==> src/rtl/plab1_imul_mul_arbiter_pkg.sv <==
// Shared message definitions for the two-port multiplier arbiter: request
// message layout, product width and the grant tag carried in the tag queue.
`ifndef PLAB1_IMUL_MULDIV_REQ_MSG_NBITS
`define PLAB1_IMUL_MULDIV_REQ_MSG_NBITS 67
`endif
`ifndef PLAB1_IMUL_ARB_TAG_NBITS
`define PLAB1_IMUL_ARB_TAG_NBITS 1
`endif

package plab1_imul_mul_arbiter_pkg;

    localparam int unsigned REQ_MSG_NBITS  = `PLAB1_IMUL_MULDIV_REQ_MSG_NBITS;
    localparam int unsigned ARB_TAG_NBITS  = `PLAB1_IMUL_ARB_TAG_NBITS;
    localparam int unsigned RESP_MSG_NBITS = 32;
    localparam int unsigned STAT_NBITS     = 16;

    typedef enum logic [2:0] {
        MULDIV_MUL  = 3'd0,
        MULDIV_DIV  = 3'd1,
        MULDIV_DIVU = 3'd2,
        MULDIV_REM  = 3'd3,
        MULDIV_REMU = 3'd4
    } muldiv_func_e;

    typedef struct packed {
        muldiv_func_e func;
        logic [31:0]  a;
        logic [31:0]  b;
    } muldiv_req_msg_t;

    typedef logic [ARB_TAG_NBITS-1:0] arb_tag_t;

endpackage

==> src/rtl/plab1_imul_mul_arbiter_if.sv <==
// Client-side and multiplier-side val/rdy channels of the arbiter.
interface plab1_imul_mul_arbiter_if;
    import plab1_imul_mul_arbiter_pkg::*;

    logic                       in0_val;
    logic                       in0_rdy;
    muldiv_req_msg_t            in0_msg;
    logic                       in1_val;
    logic                       in1_rdy;
    muldiv_req_msg_t            in1_msg;

    logic                       out0_val;
    logic                       out0_rdy;
    logic [RESP_MSG_NBITS-1:0]  out0_msg;
    logic                       out1_val;
    logic                       out1_rdy;
    logic [RESP_MSG_NBITS-1:0]  out1_msg;

    logic                       mul_req_val;
    logic                       mul_req_rdy;
    muldiv_req_msg_t            mul_req_msg;
    logic                       mul_resp_val;
    logic                       mul_resp_rdy;
    logic [RESP_MSG_NBITS-1:0]  mul_resp_msg;

    // Arbiter side
    modport slave (
        input  in0_val, in0_msg, in1_val, in1_msg,
        input  out0_rdy, out1_rdy,
        input  mul_req_rdy, mul_resp_val, mul_resp_msg,
        output in0_rdy, in1_rdy,
        output out0_val, out0_msg, out1_val, out1_msg,
        output mul_req_val, mul_req_msg, mul_resp_rdy
    );

    // Environment side: clients plus the multiplier
    modport master (
        output in0_val, in0_msg, in1_val, in1_msg,
        output out0_rdy, out1_rdy,
        output mul_req_rdy, mul_resp_val, mul_resp_msg,
        input  in0_rdy, in1_rdy,
        input  out0_val, out0_msg, out1_val, out1_msg,
        input  mul_req_val, mul_req_msg, mul_resp_rdy
    );

endinterface

==> src/rtl/plab1_imul_tag_queue.sv <==
// In-order FIFO of grant tags; depth must be a power of two so the
// pointers wrap naturally. Full/empty come from a registered count.
module plab1_imul_tag_queue
    import plab1_imul_mul_arbiter_pkg::*;
#(
    parameter int unsigned p_depth = 4
)(
    input  logic     clk,
    input  logic     reset,
    input  logic     enq_val,
    output logic     enq_rdy,
    input  arb_tag_t enq_msg,
    output logic     deq_val,
    input  logic     deq_rdy,
    output arb_tag_t deq_msg
);

    localparam int unsigned PTR_W = (p_depth > 1) ? $clog2(p_depth) : 1;
    localparam int unsigned CNT_W = $clog2(p_depth + 1);

    arb_tag_t           mem [p_depth];
    logic [PTR_W-1:0]   head;
    logic [PTR_W-1:0]   tail;
    logic [CNT_W-1:0]   count;
    logic               enq_fire;
    logic               deq_fire;

    assign enq_rdy  = (count != CNT_W'(p_depth));
    assign deq_val  = (count != '0);
    assign deq_msg  = mem[head];
    assign enq_fire = enq_val && enq_rdy;
    assign deq_fire = deq_rdy && deq_val;

    always_ff @(posedge clk) begin
        if (enq_fire) mem[tail] <= enq_msg;
    end

    always_ff @(posedge clk) begin
        if (reset) begin
            head  <= '0;
            tail  <= '0;
            count <= '0;
        end else begin
            if (enq_fire) tail <= tail + PTR_W'(1);
            if (deq_fire) head <= head + PTR_W'(1);
            if (enq_fire && !deq_fire)      count <= count + CNT_W'(1);
            else if (deq_fire && !enq_fire) count <= count - CNT_W'(1);
        end
    end

endmodule

==> src/rtl/plab1_imul_mul_arbiter.sv <==
// Round-robin sharing of one multiplier between two requesters, with
// in-order response steering. Grant counters exist only when
// PLAB1_IMUL_MUL_ARBITER_STATS_EN is defined.
module plab1_imul_mul_arbiter
    import plab1_imul_mul_arbiter_pkg::*;
#(
    parameter int unsigned p_max_outstanding = 4
)(
    input  logic                    clk,
    input  logic                    reset,
    plab1_imul_mul_arbiter_if.slave bus,
    output logic [STAT_NBITS-1:0]   stat_grants0,
    output logic [STAT_NBITS-1:0]   stat_grants1
);

    logic     prio;
    logic     grant;
    logic     can_issue;
    logic     req_xfer;
    logic     resp_xfer;
    logic     resp_ok;
    logic     head_rdy;
    logic     q_enq_rdy;
    logic     q_deq_val;
    arb_tag_t head;

    plab1_imul_tag_queue #(.p_depth(p_max_outstanding)) tag_q (
        .clk     (clk),
        .reset   (reset),
        .enq_val (req_xfer),
        .enq_rdy (q_enq_rdy),
        .enq_msg (arb_tag_t'(grant)),
        .deq_val (q_deq_val),
        .deq_rdy (resp_xfer),
        .deq_msg (head)
    );

    // Request grant and response steering; everything is gated off in reset
    always_comb begin
        grant = 1'b0;
        if (bus.in0_val && bus.in1_val) grant = prio;
        else if (bus.in1_val)           grant = 1'b1;

        can_issue       = !reset && bus.mul_req_rdy && q_enq_rdy;
        bus.mul_req_val = can_issue && (bus.in0_val || bus.in1_val);
        bus.mul_req_msg = grant ? bus.in1_msg : bus.in0_msg;
        bus.in0_rdy     = can_issue && !grant;
        bus.in1_rdy     = can_issue && grant;
        req_xfer        = bus.mul_req_val && bus.mul_req_rdy;

        resp_ok          = !reset && q_deq_val;
        head_rdy         = (head == arb_tag_t'(1)) ? bus.out1_rdy : bus.out0_rdy;
        bus.out0_val     = resp_ok && bus.mul_resp_val && (head == arb_tag_t'(0));
        bus.out1_val     = resp_ok && bus.mul_resp_val && (head == arb_tag_t'(1));
        bus.out0_msg     = bus.mul_resp_msg;
        bus.out1_msg     = bus.mul_resp_msg;
        bus.mul_resp_rdy = resp_ok && head_rdy;
        resp_xfer        = bus.mul_resp_val && bus.mul_resp_rdy;
    end

    // The requester just served drops to low priority
    always_ff @(posedge clk) begin
        if (reset)         prio <= 1'b0;
        else if (req_xfer) prio <= ~grant;
    end

`ifdef PLAB1_IMUL_MUL_ARBITER_STATS_EN
    always_ff @(posedge clk) begin
        if (reset) begin
            stat_grants0 <= '0;
            stat_grants1 <= '0;
        end else if (req_xfer) begin
            if (grant) stat_grants1 <= stat_grants1 + STAT_NBITS'(1);
            else       stat_grants0 <= stat_grants0 + STAT_NBITS'(1);
        end
    end
`else
    assign stat_grants0 = '0;
    assign stat_grants1 = '0;
`endif

    // Protocol sanity outside reset
    always @(posedge clk) begin
        if (!reset) begin
            assert (!$isunknown({bus.in0_val, bus.in1_val, bus.out0_rdy, bus.out1_rdy,
                                 bus.mul_req_rdy, bus.mul_resp_val}))
                else $error("arbiter: X on a control input");
            assert (!(bus.in0_rdy && bus.in1_rdy))
                else $error("arbiter: both requesters ready");
            assert (!(bus.mul_resp_val && !q_deq_val))
                else $error("arbiter: unexpected multiplier response with no outstanding tag");
        end
    end

endmodule

==> src/flat_wrapper.sv <==
// flat-port wrapper written by rule: the top's interface ports become plain ports
module plab1_imul_mul_arbiter_flat import plab1_imul_mul_arbiter_pkg::*;
#(
    parameter int unsigned p_max_outstanding = 4
)
  (clk, reset, stat_grants0, stat_grants1, bus_in0_val, bus_in0_msg, bus_in1_val, bus_in1_msg, bus_out0_rdy, bus_out1_rdy, bus_mul_req_rdy, bus_mul_resp_val, bus_mul_resp_msg, bus_in0_rdy, bus_in1_rdy, bus_out0_val, bus_out0_msg, bus_out1_val, bus_out1_msg, bus_mul_req_val, bus_mul_req_msg, bus_mul_resp_rdy);
  plab1_imul_mul_arbiter_if bus_i ();
  input  logic clk;
  input  logic reset;
  output logic [STAT_NBITS-1:0] stat_grants0;
  output logic [STAT_NBITS-1:0] stat_grants1;
  input wire logic [$bits(bus_i.in0_val)-1:0] bus_in0_val;
  input wire logic [$bits(bus_i.in0_msg)-1:0] bus_in0_msg;
  input wire logic [$bits(bus_i.in1_val)-1:0] bus_in1_val;
  input wire logic [$bits(bus_i.in1_msg)-1:0] bus_in1_msg;
  input wire logic [$bits(bus_i.out0_rdy)-1:0] bus_out0_rdy;
  input wire logic [$bits(bus_i.out1_rdy)-1:0] bus_out1_rdy;
  input wire logic [$bits(bus_i.mul_req_rdy)-1:0] bus_mul_req_rdy;
  input wire logic [$bits(bus_i.mul_resp_val)-1:0] bus_mul_resp_val;
  input wire logic [$bits(bus_i.mul_resp_msg)-1:0] bus_mul_resp_msg;
  output wire logic [$bits(bus_i.in0_rdy)-1:0] bus_in0_rdy;
  output wire logic [$bits(bus_i.in1_rdy)-1:0] bus_in1_rdy;
  output wire logic [$bits(bus_i.out0_val)-1:0] bus_out0_val;
  output wire logic [$bits(bus_i.out0_msg)-1:0] bus_out0_msg;
  output wire logic [$bits(bus_i.out1_val)-1:0] bus_out1_val;
  output wire logic [$bits(bus_i.out1_msg)-1:0] bus_out1_msg;
  output wire logic [$bits(bus_i.mul_req_val)-1:0] bus_mul_req_val;
  output wire logic [$bits(bus_i.mul_req_msg)-1:0] bus_mul_req_msg;
  output wire logic [$bits(bus_i.mul_resp_rdy)-1:0] bus_mul_resp_rdy;
  assign bus_i.in0_val = bus_in0_val;
  assign bus_i.in0_msg = bus_in0_msg;
  assign bus_i.in1_val = bus_in1_val;
  assign bus_i.in1_msg = bus_in1_msg;
  assign bus_i.out0_rdy = bus_out0_rdy;
  assign bus_i.out1_rdy = bus_out1_rdy;
  assign bus_i.mul_req_rdy = bus_mul_req_rdy;
  assign bus_i.mul_resp_val = bus_mul_resp_val;
  assign bus_i.mul_resp_msg = bus_mul_resp_msg;
  assign bus_in0_rdy = bus_i.in0_rdy;
  assign bus_in1_rdy = bus_i.in1_rdy;
  assign bus_out0_val = bus_i.out0_val;
  assign bus_out0_msg = bus_i.out0_msg;
  assign bus_out1_val = bus_i.out1_val;
  assign bus_out1_msg = bus_i.out1_msg;
  assign bus_mul_req_val = bus_i.mul_req_val;
  assign bus_mul_req_msg = bus_i.mul_req_msg;
  assign bus_mul_resp_rdy = bus_i.mul_resp_rdy;
  plab1_imul_mul_arbiter #(.p_max_outstanding(p_max_outstanding)) u_core (.clk(clk), .reset(reset), .bus(bus_i), .stat_grants0(stat_grants0), .stat_grants1(stat_grants1));
endmodule
==> config.mk <==
export PLATFORM = sky130hd
export DESIGN_NAME = plab1_imul_mul_arbiter_flat
export DESIGN_NICKNAME = d
export VERILOG_FILES = /design/src/rtl/plab1_imul_mul_arbiter_pkg.sv /design/src/rtl/plab1_imul_mul_arbiter_if.sv /design/src/rtl/plab1_imul_tag_queue.sv /design/src/rtl/plab1_imul_mul_arbiter.sv /design/src/flat_wrapper.sv
export SDC_FILE = /design/constraint.sdc
export NUM_CORES = 1
export LEC_CHECK = 0
export BUFFER_PORTS_ARGS = -buffer_cell sky130_fd_sc_hd__buf_2
export CAP_MARGIN = 20
export CORE_AREA = 8 8 127 129
export DETAILED_ROUTE_END_ITERATION = 8
export DIE_AREA = 0 0 135 137
export GPL_TIMING_DRIVEN = 0
export PLACE_DENSITY_LB_ADDON = 0.12
export SETUP_SLACK_MARGIN = 0.15
export SYNTH_ARGS = -nofsm -noshare
export SYNTH_HDL_FRONTEND = slang
export SYNTH_HIERARCHICAL = 1
export SYNTH_SLANG_ARGS = --single-unit
==> constraint.sdc <==
create_clock -name clk -period 2.7 [get_ports clk]
set_input_delay 0.135 -clock clk [delete_from_list [all_inputs] [get_ports clk]]
set_output_delay 0.135 -clock clk [all_outputs]
set_load 0.03 [all_outputs]
# Word level (Yosys, flattened, before mapping)
# Memory sizes are Yosys's and may differ from the RTL's. A register that Yosys moved wholly into a read port is not among the register bits.
# Index checks and enable logic that the tools add are counted.
[word_totals]
mem_count = 1
ramBits = 4
wordCells = 46
output_inout_bits = 169
regBits = 8
input_bits = 174
[op_classes]
n_mux = 10
bitwise_logic = 2
n_eq_ne = 1
reduce_logical = 24
add_sub_neg = 4
[memory_table]
columns = ["memory", "depth", "width", "rd", "rd_ports_with_merged_regs", "write_ports", "line", "source"]
rows = [
  ["u_core.tag_q.mem", 4, 1, 1, 1, 1, "plab1_imul_tag_queue.sv:21", "arb_tag_t mem [p_depth];"],
]
[ops]
columns = ["operator", "count"]
rows = [
  ["two-way mux 67 bit", 1],
  ["logical AND 1 bit", 17],
  ["two-way mux 3 bit", 2],
  ["two-way mux 1 bit", 5],
  ["adder 2 x 1 -> 2 bit (second input constant)", 2],
  ["logical NOT 1 bit", 4],
  ["two-way mux 2 bit", 2],
  ["adder 3 x 1 -> 3 bit (second input constant)", 1],
  ["inequality test 3 bit (second input constant)", 1],
  ["nonzero test 3 bit", 1],
  ["subtractor 3 x 1 -> 3 bit (second input constant)", 1],
  ["NOT 1 bit", 2],
  ["nonzero test 2 bit", 1],
  ["logical OR 1 bit", 1],
]

# Depth between registers and ports, before layout
[depth]
word_depth = 10
depth_mapped = 11
mapped_depth_nobuf = 11

# Hierarchy
# Netlist, hierarchy kept.
[modules_own_cells]
columns = ["module", "n_inst", "area_per_inst_um2", "cells_each", "seq_area_each_um2"]
rows = [
  ["plab1_imul_mul_arbiter", 1, 1674.1, 192, 20.0],
  ["plab1_imul_tag_queue", 1, 628.1, 53, 300.3],
]

# Worst setup path before layout
# No wires, ideal clock.
[synth_timing]
path_type = "register to register"
start = "register with a tool-made name"
end = "register u_core.tag_q.count[2]"
setup_slack_ps = 228
arrival_time_ps = 2401
setup_time_ps = 70
stages_incl_launch_ff = 11
path_buffers = 0
synth_period_minus_slack_ps = 2472
required_time_ps = 2630
cell_sequence = "dfxtp_1 mux4_2 mux2i_1 nor2_1 o31ai_2 ha_1 inv_1 fa_1 xor2_1 or3_1 a21oi_1"
[synth_lines]
columns = ["element", "line", "source"]
rows = [
  ["end signal: assignment", "plab1_imul_tag_queue.sv:46", "if (enq_fire && !deq_fire) count <= count + CNT_W'(1);"],
  ["end signal: assignment", "plab1_imul_tag_queue.sv:47", "else if (deq_fire && !enq_fire) count <= count - CNT_W'(1);"],
  ["end: declaration", "plab1_imul_tag_queue.sv:24", "logic [CNT_W-1:0] count;"],
]

==> flow_summary.toml <==
[global_route]
track_usage_pct = 11.7
grt_pass1_vias = 2876
grt_pass1_wl_um = 16600
grt_max_degree = 11
antenna_found_initial = 0
gr-total-overflow = 0

[finish]
fill_cells = 1546
syn2layout_area_growth_pct = 82.5
fin_area_sq_um = 4200
final_nets = 747
antenna-diode-count = 0
utilization_pct = 29.6
drive_gt1_share_pct = 82.7
fin_cells = 750

[status]
outcome = "finished clean"

[placement]
io_buffers = 278
gp_congestion = 0.924
pre_cts_ws_ns = -0.0395
placed_area_sq_um = 4040
place_inst = 738
dp_hpwl_um = 11600

[worst_hold_path]
holdCritPathClass = "input pin to flop"

[sta]
setup_ws_ns = 0.165
fin_setup_tns_ns = 0
hold_ws_ns = 0.180
slew_violations = 0
grt_setup_unrepaired = "true"
final-setup-viol-count = 0
hold_violations = 0
fin_crit_sh_pct = 93.9
skew_ns = 0.00132
clock.fmax_mhz = 394
finalCriticalPeriod_ns = 2.53

[power]
p_leak_nw = 2.38
vdd_drop_max_mv = 0.135
p_per_area_nw_per_um2 = 355
p_total_mw = 1.49

[yosys]
avgSynthCellArea_sq_um = 9.40
ys_seq_area_share_pct = 13.9
synth_cells = 245
ys_warn_count = 6
yosysUniqueCellTypes = 34
synth_area_sq_um = 2300
ys_seq_elements = 14

[clocking]
postCtsHoldBufs = 0
ctsHtreeMaxLevel = 1
clk_latency_ns = 0.24
clock_sinks = 14
cts_max_path_buffers = 2
clk_pin_slew_worst_paths_ns = 0.05
cts_tree = "done"
cts_buffers = 3
clockRootBuffer = "clkbuf_16"

[die]
die_h_um = 137
dieArea_sq_um = 18500
core_sq_um = 14200
die_x_um = 135
pin_count = 343
initial_utilization_pct = 16.2
num_rows = 44

[drt]
wire_per_inst_um = 16.7
drc = 0
drt-initial-drc-count = 38
firstDrtPassIters = 4
routed_via_density = 3.59
wl_um = 12600
vias = 2694
ant_nets = 0

[worst_setup_path]
cp_max_fo = 2
crit_path_start_kind = "flop"
required_ns = 2.88
arrival_ns = 2.71
timing_worst_setup_path_type = "flop to flop"
cp-end-kind = "flop"

[run]
maxCapViolCount = 0
logic make-up after synthesis:
group           Yosys count  share of synthesized area, %
xor+xnor                  4                          1.52
buf+inv                 110                          35.1
simple gates             31                          6.90
flops                    14                          13.9
fa+ha+maj                 6                          3.59
mux                      72                          35.7
compound gates            7                          3.15
other cells               1                         0.163
synth_stat cells, drive strengths merged:
library cell  count  area share, %
a31oi             1           0.27
nand2             3           0.49
nor2             13            2.2
mux2i             3            1.3
buf             103             34
fa                1           0.87
o21ai             2           0.92
mux2             68             33
mux4              1           0.98
ha                5            2.7
and2              4            1.1
or3               2           0.60
clkbuf            1           0.16
nor3b             1           0.33
nand2b            2           0.54
o31ai             1           0.54
edfxtp            4            5.2
o311ai            1           0.38
nand3b            1           0.33
dfxtp            10            8.7
xor2              4            1.5
inv               6           0.98
nor3              5            1.3
conb              1           0.16
a21oi             1           0.22
a21boi            1           0.82
repair_timing:
action                                  in CTS  in global routing
buffers inserted                             5                  3
resized for setup                            3                  5
endpoints found under the setup margin       1                  1
pin swaps                                    2                  3
area by class of cell:
type | count | area, sq um | area share, %
Multi-Input combinational cell | 152 | 1310 | 31.2
Clock inverter | 1 | 3.75 | 0.0893
Clock buffer | 3 | 75.1 | 1.79
Buffer | 104 | 785 | 18.7
Sequential cell | 14 | 323 | 7.68
Timing Repair Buffer | 286 | 1450 | 34.5
Inverter | 6 | 22.5 | 0.536
Tap cell | 184 | 230 | 5.48
routing by layer:
layer / GRT usage [%] / wire length (um) / vias to the layer above
met5: 0 / 0 / -
met2: 21.7 / 6550 / 188
met1: 12.4 / 4460 / 1157
met3: 3.96 / 1410 / 8
met4: 2.90 / 133 / 0
li1: - / - / 1341
where the power goes:
group          internal [mW]  leakage [nW]  switching (mW)
registers              0.230         0.119          0.0182
logic                  0.394          2.22           0.573
clock network          0.196        0.0385          0.0836
total                  0.819          2.38           0.675
cell usage in the layout (no fill, tap or decap), types with 2 or more instances in the layout:
cell         n
nand2_1      3
buf_2      278
nor2_1      11
buf_6        2
mux2_2      59
mux2i_1      2
edfxtp_1     4
clkbuf_16    3
xor2_1       4
inv_1        5
buf_4      109
conb_1      32
nand2b_1     2
mux2_1       8
nor3_1       3
nor2_2       2
dfxtp_2      2
dfxtp_1      8
ha_1         4
nor3_2       2
and2_1       4
final timing paths:
path | depth (start not counted) | slack [ns] | endpoint | start
hold reg to reg | 2 | 0.52 | u_core/tag_q/tail[1] | u_core/tag_q/tail[1]
setup / recovery | 10 | 0.17 | u_core/tag_q/count[2] | u_core/tag_q/mem[3]
setup reg to reg | 10 | 0.17 | u_core/tag_q/count[2] | u_core/tag_q/mem[3]
hold / removal | 2 | 0.18 | u_core/prio | reset
critical path, cell delays in order (launching register included):
cell and delay, ns:
edfxtp_1 0.35, mux4_2 0.51, mux2i_2 0.23, nor2_2 0.08, o31ai_2 0.08, ha_2 0.24
inv_1 0.05, fa_2 0.33, xor2_1 0.17, or3_1 0.32, a21oi_2 0.11
(Power assumes the default switching activity.)
